**src/rtl/clk_div_multi.sv**
```systemverilog
`timescale 1ns/1ps
// -----------------------------------------------------------------------------
// clk_div_multi
//
// Multi-channel programmable clock divider and tick generator. Each channel
// counts 0..div-1 at the system clock and produces:
//   - tick    : one-cycle marker in the cycle after the counter wraps
//   - div_clk : square wave (toggle mode) or a copy of tick (pulse mode)
// Divisor writes land in a shadow register and are committed on a wrap, while
// the channel is disabled, or on the shared sync strobe. Committing only at
// those points keeps every period whole.
//
// Ports:
//   clk     in   system clock
//   rst     in   asynchronous reset, active low
//   en      in   [CH]   per-channel enable (level)
//   mode    in   [CH]   per-channel mode, 0 = toggle, 1 = pulse
//   wr_en   in          divisor write strobe (one cycle)
//   wr_ch   in   [CHW]  channel index for the write; values >= CH are ignored
//   wr_div  in   [W]    new divisor; 0 and 1 are clamped to 2
//   sync    in          restart and phase-align all channels (one cycle)
//   div_clk out  [CH]   divided clock or pulse copy, registered
//   tick    out  [CH]   one-cycle period marker, registered
// -----------------------------------------------------------------------------
module clk_div_multi #(
    parameter int CH          = 4,
    parameter int CHW         = 2,
    parameter int W           = 17,
    parameter int DEFAULT_DIV = 100000
) (
    input  logic           clk,
    input  logic           rst,
    input  logic [CH-1:0]  en,
    input  logic [CH-1:0]  mode,
    input  logic           wr_en,
    input  logic [CHW-1:0] wr_ch,
    input  logic [W-1:0]   wr_div,
    input  logic           sync,
    output logic [CH-1:0]  div_clk,
    output logic [CH-1:0]  tick
);

    localparam logic [W-1:0] DIV_RST = W'(DEFAULT_DIV);
    localparam logic [W-1:0] DIV_MIN = W'(2);

    // A divisor below 2 has no valid 0..div-1 counting range.
    logic [W-1:0] wr_div_clamped;
    assign wr_div_clamped = (wr_div < DIV_MIN) ? DIV_MIN : wr_div;

    for (genvar i = 0; i < CH; i++) begin : g_ch
        logic [W-1:0] cnt_q, cnt_d;
        logic [W-1:0] div_act_q, div_act_d;
        logic [W-1:0] div_shd_q, div_shd_d;
        logic         mode_act_q, mode_act_d;
        logic         div_clk_q, div_clk_d;
        logic         tick_q, tick_d;
        logic         wr_hit;
        logic         wrap;
        logic         commit;
        logic [W-1:0] half;

        // Equality against this channel's own index means an out-of-range
        // wr_ch matches no channel at all.
        assign wr_hit = wr_en && (wr_ch == CHW'(i));
        assign wrap   = en[i] && (cnt_q == div_act_q - W'(1));
        assign commit = wrap || !en[i] || sync;
        assign half   = div_act_q >> 1;

        always_comb begin
            // NOTE: every signal written here gets a default first, so no path
            // leaves one unassigned and no latch can be inferred.
            div_shd_d  = wr_hit ? wr_div_clamped : div_shd_q;
            div_act_d  = div_act_q;
            mode_act_d = mode_act_q;
            cnt_d      = '0;
            div_clk_d  = 1'b0;
            tick_d     = 1'b0;

            // Commit reads div_shd_d, so a write in the commit cycle goes
            // straight into the active divisor.
            if (commit) begin
                div_act_d  = div_shd_d;
                mode_act_d = mode[i];
            end

            // Disabled or sync: counter and outputs stay at zero. Sync wins
            // over a coincident wrap.
            if (en[i] && !sync) begin
                cnt_d  = wrap ? '0 : cnt_q + W'(1);
                tick_d = wrap;
                // Toggle output as a level of the next count: low for
                // 0..half-1, high for half..div-1. The wrap cycle still uses
                // the outgoing mode, so entering pulse mode drops the clock.
                div_clk_d = mode_act_q ? wrap : (cnt_d >= half);
            end
        end

        // NOTE: the divisor and mode registers are reset along with the
        // counter so every channel restarts at DEFAULT_DIV without a write.
        always_ff @(posedge clk or negedge rst) begin
            if (!rst) begin
                cnt_q      <= '0;
                div_act_q  <= DIV_RST;
                div_shd_q  <= DIV_RST;
                mode_act_q <= 1'b0;
                div_clk_q  <= 1'b0;
                tick_q     <= 1'b0;
            end else begin
                // NOTE: non-blocking assignments so every register samples
                // the pre-edge state, independent of statement order.
                cnt_q      <= cnt_d;
                div_act_q  <= div_act_d;
                div_shd_q  <= div_shd_d;
                mode_act_q <= mode_act_d;
                div_clk_q  <= div_clk_d;
                tick_q     <= tick_d;
            end
        end

        assign div_clk[i] = div_clk_q;
        assign tick[i]    = tick_q;
    end

endmodule

```
**config.mk**
```make
export PLATFORM = sky130hd
export DESIGN_NAME = clk_div_multi
export DESIGN_NICKNAME = d
export VERILOG_FILES = /design/src/rtl/clk_div_multi.sv
export SDC_FILE = /design/constraint.sdc
export NUM_CORES = 1
export LEC_CHECK = 0
export CORE_AREA = 2 2 150 152
export DETAILED_ROUTE_END_ITERATION = 10
export DIE_AREA = 0 0 152 154
export PLACE_DENSITY = 0.8
export SLEW_MARGIN = 10
export SYNTH_ARGS = -nofsm -noshare
export SYNTH_HDL_FRONTEND = slang
export SYNTH_SLANG_ARGS = --single-unit
```
**constraint.sdc**
```tcl
create_clock -name clk -period 4.7 [get_ports clk]
set_input_delay 0.47 -clock clk [delete_from_list [all_inputs] [get_ports clk]]
set_output_delay 0.47 -clock clk [all_outputs]
set_load 0.02 [all_outputs]
```
==> results.rst, run 1 <==
.. list-table::
   :header-rows: 1

   * - Metric
     - Value
   * - Maximum level of the CTS H-tree
     - 1
   * - Share of the core filled with cells
     - 68.6%
   * - Final-layout fill cell count
     - 1,634
   * - Part of the total power dissipated in sequential elements
     - 43.7%
   * - Number of flops mapped to enable cells by yosys
     - 0
   * - Type of destination of the critical path
     - flop
   * - DRC viols
     - 0
   * - Via count of the first global-routing pass
     - 10,261
   * - Slew headroom
     - 32.7%
   * - Worst-Margin Slew
     - 1.01 ns
   * - Combinational fraction of design power
     - 22.4%
   * - Total power per unit cell area
     - 379 mW/mm²
   * - Proportion of power drawn by the clock network
     - 34.0%
   * - Post-DR vias/cell
     - 6.14
   * - Number of placement rows
     - 54
   * - Post-route non-filler standard cell count
     - 1,651
   * - Int Pwr
     - 0.00392 W
   * - Synthesized area divided by synthesized cell count
     - 10.2 µm²
   * - Predominant post-synthesis flop cell
     - dfrtp_1
   * - Placeable core area
     - 0.0217 mm²
   * - Peak-usage layer in the global routing report
     - met2
   * - Total half-perimeter wirelength after legalization and detailed placement
     - 22,500 µm
   * - Synth-to-layout area growth
     - 10.4%
   * - Switching part of the total
     - 30.5%
   * - Post-synthesis sequential element count
     - 216
   * - Global routing usage on met3
     - 3.75%
   * - Post-route standard cell area excluding fillers
     - 0.0149 mm²
   * - Synth top area cells
     - dfrtp_1 31%, mux2_2 10%, dfstp_2 9.4%
   * - Multi-input gate area
     - 0.00738 mm²
   * - Starting density of the core
     - 62.1%
   * - Nets
     - 1,456
   * - Crit start category
     - flop
   * - Number of distinct library cells after synthesis
     - 88
   * - Buffer levels on the longest clock path
     - 3
   * - CP required
     - 5.06 ns
   * - Count of final max-slew check failures
     - 0
   * - Most instantiated cells after synthesis
     - 168 x dfrtp_1, 128 x nor2_1, 123 x mux2_2, 82 x inv_1, 80 x xnor2_1
   * - Leftover overflow at the end of global routing
     - 0
   * - Fraction of final layout cells sized beyond drive strength 1
     - 20.6%
   * - Arrival time at the worst endpoint
     - 4.80 ns
   * - Number of clock sinks
     - 216
   * - Cells after Synth
     - 1,323
   * - Wire length of the first global-routing pass
     - 51,400 µm
   * - TritonCTS Buffers
     - 24
   * - Largest area contributor in the synthesized netlist
     - dfrtp_1
   * - Yosys warnings
     - 0
   * - Placed Cells incl. Taps
     - 1,600
   * - Routed wire length
     - 31,200 µm
   * - Total net switching power
     - 0.00172 W
   * - Chip height
     - 154 µm
   * - Category of the critical setup timing path
     - reg2reg
   * - Library cell with the highest instance count after synthesis
     - dfrtp_1
   * - GR met2 Demand/Resource
     - 45.4%
   * - Share of async-settable or async-resettable flops after synthesis
     - 100%
   * - Critical Path Fanout Max
     - 11
   * - Buffer type at the clock tree root
     - clkbuf_16
   * - Gates resized, CTS repair
     - 0
   * - Summed negative setup slack over all endpoints
     - 0 ns
   * - Routability cong.
     - 0.917
   * - Area post-placement
     - 0.0140 mm²
   * - I/O pin count
     - 39
   * - P_leak
     - 6.49 nW
   * - Floorplan die width
     - 152 µm
   * - Antenna violations before repair
     - 0
   * - Status
     - completed
   * - Layout Skew
     - 0.00960 ns
   * - Initial DRC Count
     - 590
   * - Maxcap violations
     - 0
   * - Total Routing Usage GR
     - 26.5%
   * - Worst-skew pair later-pin latency
     - 0.52 ns
   * - Min Clock Period, post-route
     - 4.43 ns
   * - Type of the tightest min-delay check
     - in2async
   * - # setup viols final
     - 0
   * - Antenna-violating nets left
     - 0
   * - Sequential Area
     - 0.00547 mm²
   * - Routed wire length per instance
     - 18.9 µm
   * - Worst Hold Margin
     - 0.00326 ns
   * - Die Area
     - 0.0234 mm²
   * - Number of vias after detailed routing
     - 10,138
   * - Clock tree from TritonCTS
     - done
   * - Clock transition at path regs
     - 0.06 ns
   * - Setup repair after global routing missed its margin
     - no
   * - Sequential cell area fraction in the yosys report
     - 40.5%
   * - Achievable frequency
     - 0.226 GHz
   * - Yosys top cell area share
     - 31.2%
   * - Final Hold Violating Endpoints
     - 0
   * - Final worst path period share
     - 94.3%
   * - Number of search-and-repair iterations in the first detailed-routing pass
     - 4
   * - Net count of the mapped netlist
     - 1,426
   * - GR met1 Demand/Resource
     - 35.1%
   * - Maximum number of pins on one net before global-route repair
     - 123
   * - Number of buffers inserted for hold repair after clock tree synthesis
     - 0
   * - Summed instance area of the synthesized netlist
     - 0.0135 mm²
   * - Maximum resistive drop on vdd
     - 0.000209 V
   * - IO buf count
     - 38
   * - Antenna diode count
     - 0
[routing by layer]
metal	wire [µm]	part of all wire (%)
met5	0	0
met4	695	2.2
met3	1560	5.0
met2	15100	49
met1	13800	44
[worst max-delay path: stages (launching register included)]
cell and delay, ns:
dfrtp_1 0.46, inv_1 0.09, ha_1 0.24, or4b_1 0.57, o41ai_1 0.34, o32ai_1 0.13
o21ai_2 0.28, nand4_1 0.19, nor3b_2 0.41, buf_4 0.25, nor2_1 0.06, ha_1 0.29
a21o_1 0.18, a21oi_1 0.13, o21ai_0 0.09, a41oi_1 0.16, o31ai_1 0.10, a31oi_1 0.18
a311oi_1 0.11
[registers in the layout, indices dropped and copies added, names as in the netlist]
signal,flops
g_ch.cnt_q,68
g_ch.div_act_q,68
g_ch.div_shd_q,68
g_ch.div_clk_q,4
g_ch.mode_act_q,4
g_ch.tick_q,4
[layout by cell type, fill, tap and decap left out, types with 5 or more instances in the layout]
master           count
ha_1                72
nor3_1              55
mux2_4               9
nand2_1             52
or2_2                6
a21oi_1             27
and3_1              23
o211ai_1             9
a21o_1               9
buf_4               20
nand4_1             26
nand2b_1             8
xnor2_1             80
nor2_1             128
xor2_1              59
and2_1               7
dfstp_2             48
a31oi_1             14
o31ai_1              5
nor4b_1              5
o21ai_0             26
dfrtp_1            168
clkinv_2             6
or3_1                5
clkdlybuf4s50_1     37
a211o_1              5
nor2b_1             12
clkbuf_16           25
mux2_2             123
and4_1               5
inv_1               82
nor4_2               5
a211oi_1             5
or4_1               11
nand3_1             61
nor4_1              23
[area by class of cell]
type / count / share of cell area [%]
Multi-Input combinational cell: 968 / 49.6
Sequential cell: 216 / 36.7
Clock buffer: 32 / 4.65
Timing Repair Buffer: 59 / 3.73
Tap cell: 280 / 2.35
Inverter: 84 / 2.12
Clock inverter: 12 / 0.824
[cells by family after synthesis]
logic type / after synthesis / synth area share, %
simple gates: 462 / 18.5
flops: 216 / 40.5
compound gates: 160 / 8.87
xor+xnor: 141 / 9.37
buf+inv: 139 / 4.72
mux: 133 / 11.4
fa+ha+maj: 72 / 6.68
[power by group through the flow]
stage,logic (W),clock network (W),registers [W]
after floorplan,0.00101,0,0.00235
after global placement,0.00119,0,0.00247
after detailed placement,0.00124,0,0.00249
after CTS,0.00125,0.00195,0.00246
after global routing,0.00140,0.00203,0.00250
final,0.00126,0.00192,0.00246
[repair_timing]
item	4_1_cts	5_1_grt
buffers inserted	0	7
hold endpoints to repair	0	0
endpoints found under the setup margin	0	3
[through the flow]
step / total power [W] / setup slack (ns)
floorplan: 0.00335 / 0.598
global placement: 0.00366 / 0.449
detailed placement: 0.00372 / 0.289
CTS: 0.00566 / 0.280
global route: 0.00592 / 0.00104
finish: 0.00564 / 0.269
[final timing paths]
check	startpoint	end	slack [ns]	cells after the start
setup / recovery	g_ch[0].div_act_q[0]	g_ch[0].div_clk_q	0.27	18
hold / removal	rst	g_ch[2].cnt_q[10]	0.003	1
setup reg to reg	g_ch[0].div_act_q[0]	g_ch[0].div_clk_q	0.27	18
hold reg to reg	g_ch[1].div_shd_q[6]	g_ch[1].div_shd_q[6]	0.49	1
max in group asynchronous	rst	g_ch[1].div_shd_q[15]	3.70	2
min in group clk	g_ch[1].div_shd_q[6]	g_ch[1].div_shd_q[6]	0.49	1
No activity file was read; power rests on OpenSTA's default activity.
==> inputs of run 2 (changes only) <==
--- a/config.mk
+++ b/config.mk
@@ -6,6 +6,7 @@
 export NUM_CORES = 1
 export LEC_CHECK = 0
 export CORE_AREA = 2 2 150 152
+export CTS_BUF_LIST = sky130_fd_sc_hd__clkbuf_4 sky130_fd_sc_hd__clkbuf_8 sky130_fd_sc_hd__clkbuf_16
 export DETAILED_ROUTE_END_ITERATION = 10
 export DIE_AREA = 0 0 152 154
 export PLACE_DENSITY = 0.8
==> run 2 against run 1 <==
Effect of this change:
- critical path depth is the same
- setup slack gained 0.0023 ns
- via count shrank 0.26%
- clock skew grew 0.0032 ns
- largest power group unchanged
- routed wire length grew 0.39%
- highest routed layer unchanged
- register-to-register slack is essentially flat
- maximum frequency is essentially flat
==> results.rst, run 2 (synthesis gave the netlist of run 1 again) <==
.. list-table::
   :header-rows: 1

   * - Metric
     - Value
   * - Status
     - completed
   * - Routability cong.
     - 0.917
   * - Setup repair after global routing missed its margin
     - no
   * - Most common cell on crit path
     - ha_1
   * - I/O pin count
     - 39
   * - Cell-by-cell listing of the critical path
     - inv_1 -> ha_1 -> or4b_1 -> o41ai_1 -> o32ai_1 -> o21ai_2 -> nand4_1 -> nor3b_2 -> buf_4 -> nor2_1 -> ha_1 -> a21o_1 -> a21oi_1 -> o21ai_0 -> a41oi_1 -> o31ai_1 -> a31oi_1 -> a311oi_1
   * - Placeable core area
     - 0.0217 mm²
   * - Worst reg2reg path startpoint
     - g_ch[0].div_act_q[0]
   * - Met2 wirelength from detailed routing
     - 15,200 µm
   * - Total power per unit cell area
     - 381 mW/mm²
   * - Detailed-routing wirelength on met1
     - 13,800 µm
   * - Gates resized, CTS repair
     - 0
   * - P_leak
     - 6.50 nW
   * - Final-layout fill cell count
     - 1,620
   * - # setup viols final
     - 0
   * - FF-to-FF setup slack
     - 0.27 ns
   * - CP required
     - 5.07 ns
   * - Maximum resistive drop on vdd
     - 0.000227 V
   * - Critical Path Fanout Max
     - 11
   * - Number of buffers inserted for hold repair after clock tree synthesis
     - 0
   * - Share of the core filled with cells
     - 68.7%
   * - Synth-to-layout area growth
     - 10.5%
   * - Leftover overflow at the end of global routing
     - 0
   * - Number of vias after detailed routing
     - 10,112
   * - Initial DRC Count
     - 588
   * - Critical path startpoint
     - g_ch[0].div_act_q[0]
   * - Sum of buffers and inverters on the critical path
     - 2
   * - Via count of the first global-routing pass
     - 10,312
   * - Clock tree from TritonCTS
     - done
   * - Starting density of the core
     - 62.1%
   * - Sequential Area
     - 0.00547 mm²
   * - Wire length of the first global-routing pass
     - 51,600 µm
   * - Clock transition at path regs
     - 0.06 ns
   * - Nets
     - 1,456
   * - Number of placement rows
     - 54
   * - Post-DR vias/cell
     - 6.12
   * - Reg-to-reg endpoint
     - g_ch[0].div_clk_q
   * - Routed wire length per instance
     - 19.0 µm
   * - Top Metal Used
     - met4
   * - Layout Skew
     - 0.0128 ns
   * - Type of destination of the critical path
     - flop
   * - Largest registers
     - g_ch.cnt_q x68, g_ch.div_act_q x68, g_ch.div_shd_q x68
   * - Floorplan die width
     - 152 µm
   * - Maxcap violations
     - 0
   * - Total Routing Usage GR
     - 26.6%
   * - Buffer type at the clock tree root
     - clkbuf_16
   * - Category of the critical setup timing path
     - reg2reg
   * - Summed negative setup slack over all endpoints
     - 0 ns
   * - Highest-count cells in the layout ignoring fill and taps
     - 168 x dfrtp_1, 128 x nor2_1, 123 x mux2_2
   * - Crit start category
     - flop
   * - Most common library cell in the layout ignoring fill and taps
     - dfrtp_1
   * - Crit-path max cell delay
     - 0.57 ns
   * - Final Hold Violating Endpoints
     - 0
   * - Worst-Margin Slew
     - 0.997 ns
   * - Antenna-violating nets left
     - 0
   * - Min Clock Period, post-route
     - 4.43 ns
   * - Die Area
     - 0.0234 mm²
   * - Antenna violations before repair
     - 0
   * - Antenna diode count
     - 0
   * - DRC viols
     - 0
   * - Chip height
     - 154 µm
   * - IO buf count
     - 38
   * - TritonCTS Buffers
     - 24
   * - Achievable frequency
     - 0.226 GHz
   * - Buffer levels on the longest clock path
     - 3
   * - Number of search-and-repair iterations in the first detailed-routing pass
     - 7
   * - Critical-path top delay cell
     - or4b_1
   * - Type of the tightest min-delay check
     - in2async
   * - Worst-skew pair later-pin latency
     - 0.52 ns
   * - Routed wire length
     - 31,300 µm
   * - Maximum number of pins on one net before global-route repair
     - 123
   * - Fraction of final layout cells sized beyond drive strength 1
     - 20.8%
   * - Number of clock sinks
     - 216
   * - Total met3 wirelength after detailed routing
     - 1530 µm
   * - Number of buffers inserted by post-CTS setup repair
     - 0
   * - Multi-input gate area
     - 0.00738 mm²
   * - Slew headroom
     - 33.3%
   * - Count of cells along the worst register-to-register path
     - 18
   * - Total half-perimeter wirelength after legalization and detailed placement
     - 22,500 µm
   * - Arrival time at the worst endpoint
     - 4.80 ns
   * - Maximum level of the CTS H-tree
     - 1
   * - Final worst path period share
     - 94.2%
   * - Count of final max-slew check failures
     - 0
   * - Kind of cell with the highest combined delay on the critical path
     - compound AO/OA/AOI/OAI gates
-- run 2: cell counts in the layout (fill, tap and decap cells not counted) --
Identical to the previous run, type by type.
-- run 2: stage by stage --
stage	setup slack, ns	hold slack, ns	area (µm²)	std cells	total power, W
finish	0.271	0.00630	14900	1651	0.00567
global route	0.000222	0.110	14900	1651	0.00594
CTS	0.280	0.0612	14800	1644	0.00568
detailed placement	0.289	0.479	14000	1600	0.00372
global placement	0.449	0.473	14000	1600	0.00366
floorplan	0.598	0.174	13500	1323	0.00335
-- run 2: worst max-delay path by stage --
| stage | to | cells after the start | slack (ns) |
|---|---|---|---|
| after floorplan | g_ch[1].div_clk_q | 18 | 0.60 |
| after global placement | g_ch[1].div_clk_q | 17 | 0.45 |
| after detailed placement | g_ch[3].div_clk_q | 17 | 0.29 |
| after CTS | g_ch[3].div_clk_q | 17 | 0.28 |
| after global routing | g_ch[3].div_clk_q | 16 | 0.0002 |
| final | g_ch[0].div_clk_q | 18 | 0.27 |
-- run 2: area by class of cell --
| cell class | instances | area share, % |
|---|---|---|
| Clock inverter | 12 | 0.823 |
| Timing Repair Buffer | 59 | 3.73 |
| Clock buffer | 32 | 4.72 |
| Multi-Input combinational cell | 968 | 49.6 |
| Inverter | 84 | 2.12 |
| Tap cell | 280 | 2.35 |
| Sequential cell | 216 | 36.7 |
-- run 2: metal layers --
metal / vias to the layer above / global-route usage, %
met5: - / 0
met4: 0 / 8.41
met3: 63 / 3.72
met2: 262 / 45.8
met1: 5002 / 35.1
li1: 4785 / -
-- run 2: power breakdown --
group | leakage, nW | switching [W] | internal, W
logic | 3.43 | 0.000658 | 0.000605
clock network | 0.411 | 0.000776 | 0.00116
registers | 2.66 | 0.000298 | 0.00217
==> inputs of run 3 (changes only) <==
--- a/config.mk
+++ b/config.mk
@@ -5,11 +5,13 @@
 export SDC_FILE = /design/constraint.sdc
 export NUM_CORES = 1
 export LEC_CHECK = 0
-export CORE_AREA = 2 2 150 152
+export CELL_PAD_IN_SITES_DETAIL_PLACEMENT = 0
+export CELL_PAD_IN_SITES_GLOBAL_PLACEMENT = 1
+export CORE_AREA = 2 2 168 170
 export CTS_BUF_LIST = sky130_fd_sc_hd__clkbuf_4 sky130_fd_sc_hd__clkbuf_8 sky130_fd_sc_hd__clkbuf_16
 export DETAILED_ROUTE_END_ITERATION = 10
-export DIE_AREA = 0 0 152 154
-export PLACE_DENSITY = 0.8
+export DIE_AREA = 0 0 170 172
+export PLACE_DENSITY_LB_ADDON = 0.1
 export SLEW_MARGIN = 10
 export SYNTH_ARGS = -nofsm -noshare
 export SYNTH_HDL_FRONTEND = slang
==> run 3 against run 2 <==
Effect of this change:
- register-to-register slack better by 0.05 ns
- flip-flop and latch count unchanged
- cell area grew 1.7%
- non-clock buffer count is 6 higher
- count of clock-buffer cells in the layout increased by 2
- cell count up 4.5%
- critical path type unchanged
- maximum frequency is 1.1% higher
- hold slack gained 0.48 ns
- routed wire length grew 2.3%
- first-iteration DRC count is 2.7% higher
==> results.rst, run 3 (synthesis gave the netlist of run 1 again) <==
.. list-table::
   :header-rows: 1

   * - Metric
     - Value
   * - GR met2 Demand/Resource
     - 36.4%
   * - Part of the total power dissipated in sequential elements
     - 41.9%
   * - Wire length of the first global-routing pass
     - 52,700 µm
   * - Buffer type at the clock tree root
     - clkbuf_16
   * - Starting density of the core
     - 49.1%
   * - Clock tree from TritonCTS
     - done
   * - Most common library cell in the layout ignoring fill and taps
     - dfrtp_1
   * - Final Hold Violating Endpoints
     - 0
   * - IO buf count
     - 38
   * - TritonCTS Buffers
     - 25
   * - Proportion of power drawn by the clock network
     - 36.5%
   * - Post-DR vias/cell
     - 5.71
   * - Largest registers
     - g_ch.cnt_q x68, g_ch.div_act_q x68, g_ch.div_shd_q x68
   * - Summed negative setup slack over all endpoints
     - 0 ns
   * - Minimum setup slack in the final design
     - 0.321 ns
   * - GR met1 Demand/Resource
     - 32.4%
   * - Arrival time at the worst endpoint
     - 4.79 ns
   * - Crit start category
     - flop
   * - Leftover overflow at the end of global routing
     - 0
   * - Count of cells along the worst hold path
     - 1
   * - Routed wire length per instance
     - 18.6 µm
   * - Placed Cells incl. Taps
     - 1,677
   * - Maximum number of pins on one net before global-route repair
     - 128
   * - Setup repair after global routing missed its margin
     - no
   * - Buffer levels on the longest clock path
     - 3
   * - Post-route non-filler standard cell count
     - 1,725
   * - I/O pin count
     - 39
   * - Total Routing Usage GR
     - 22.5%
   * - Routability cong.
     - 0.863
   * - Peak-usage layer in the global routing report
     - met2
   * - Worst-skew pair later-pin latency
     - 0.53 ns
   * - Worst-Margin Slew
     - 1.04 ns
   * - # setup viols final
     - 0
   * - Maximum level of the CTS H-tree
     - 1
   * - Via count of the first global-routing pass
     - 9,845
   * - Switching part of the total
     - 29.5%
   * - Count of cells along the worst register-to-register path
     - 17
   * - Floorplan die width
     - 170 µm
   * - Category of the critical setup timing path
     - reg2reg
   * - Layout Skew
     - 0.0114 ns
   * - Placeable core area
     - 0.0275 mm²
   * - Number of placement rows
     - 61
   * - Antenna diode count
     - 0
   * - Achievable frequency
     - 0.228 GHz
   * - Combinational fraction of design power
     - 21.6%
   * - Number of clock sinks
     - 216
   * - Total half-perimeter wirelength after legalization and detailed placement
     - 23,700 µm
   * - Min Clock Period, post-route
     - 4.38 ns
   * - Critical Path Fanout Max
     - 6
   * - CP required
     - 5.11 ns
   * - Highest-count cells in the layout ignoring fill and taps
     - 168 x dfrtp_1, 128 x nor2_1, 123 x mux2_2
   * - Initial DRC Count
     - 604
   * - Type of the tightest min-delay check
     - reg2reg
   * - Global routing usage on met3
     - 3.14%
   * - Maxcap violations
     - 0
   * - Maximum resistive drop on vdd
     - 0.000275 V
   * - Number of vias after detailed routing
     - 9,849
   * - Antenna-violating nets left
     - 0
   * - Synth-to-layout area growth
     - 12.4%
   * - Clock transition at path regs
     - 0.06 ns
   * - Type of destination of the critical path
     - flop
   * - Die Area
     - 0.0292 mm²
   * - Routed wire length
     - 32,000 µm
   * - Fraction of final layout cells sized beyond drive strength 1
     - 21.2%
   * - Status
     - completed
   * - Final worst path period share
     - 93.2%
   * - Setup slack after placement
     - 0.285 ns
   * - Antenna violations before repair
     - 0
   * - Int Pwr
     - 0.00414 W
   * - Nets
     - 1,463
   * - Total power per unit cell area
     - 388 mW/mm²
   * - Chip height
     - 172 µm
   * - Total net switching power
     - 0.00173 W
   * - Count of final max-slew check failures
     - 0
   * - Number of search-and-repair iterations in the first detailed-routing pass
     - 5
   * - DRC viols
     - 0
   * - Slew headroom
     - 30.4%
   * - P_leak
     - 6.58 nW
run 3: cell type report:
type | instances | area, µm²
Inverter | 84 | 315
Sequential cell | 216 | 5470
Fill cell | 2441 | 12300
Timing Repair Buffer | 65 | 616
Clock buffer | 34 | 731
Clock inverter | 12 | 198
Tap cell | 346 | 433
Multi-Input combinational cell | 968 | 7390
run 3: worst max-delay path, stage by stage, from the launching register on:
cell,delay [ns]
dfrtp_1,0.44
inv_1,0.08
ha_1,0.22
or4b_2,0.63
or4_1,0.51
o311ai_0,0.13
a21oi_1,0.10
and4b_1,0.23
and2_1,0.17
or2_2,0.27
ha_1,0.26
nand2b_1,0.09
a21o_1,0.11
a31oi_1,0.08
o21ai_0,0.17
a31oi_1,0.13
o311a_1,0.35
a221oi_1,0.29
run 3: worst paths after layout:
path	slack, ns	endpoint	startpoint
setup reg to reg	0.32	g_ch[1].div_clk_q	g_ch[1].div_act_q[0]
setup / recovery	0.32	g_ch[1].div_clk_q	g_ch[1].div_act_q[0]
max in group asynchronous	3.05	g_ch[0].cnt_q[4]	rst
min in group asynchronous	0.52	g_ch[2].cnt_q[0]	rst
hold / removal	0.49	g_ch[1].div_shd_q[11]	g_ch[1].div_shd_q[11]
hold reg to reg	0.49	g_ch[1].div_shd_q[11]	g_ch[1].div_shd_q[11]
run 3: metrics by stage:
step	utilization (%)	instance area [µm²]	power, W	hold slack, ns
after global placement	51.7	14200	0.00373	0.474
final	55.1	15100	0.00587	0.489
after CTS	55.1	15100	0.00594	0.493
after detailed placement	51.7	14200	0.00376	0.475
after global routing	55.1	15100	0.00622	0.507
after floorplan	-	13500	0.00335	0.174
run 3: layer usage:
metal / up-vias / routed length [µm]
met5: - / 61
met2: 154 / 14700
met1: 4843 / 15500
li1: 4816 / -
met3: 34 / 1180
met4: 2 / 537
run 3: timing repair:
action,in CTS,in global routing
hold buffers,1,0
endpoints found under the hold margin,70,0
gates resized for setup,0,1
setup endpoints to repair,0,2
setup buffers,0,1
run 3: power groups by stage:
stage / clock network [W] / logic [W] / registers [W]
finish: 0.00214 / 0.00127 / 0.00246
global route: 0.00229 / 0.00142 / 0.00250
CTS: 0.00220 / 0.00127 / 0.00246
detailed placement: 0 / 0.00126 / 0.00249
global placement: 0 / 0.00124 / 0.00248
floorplan: 0 / 0.00101 / 0.00235
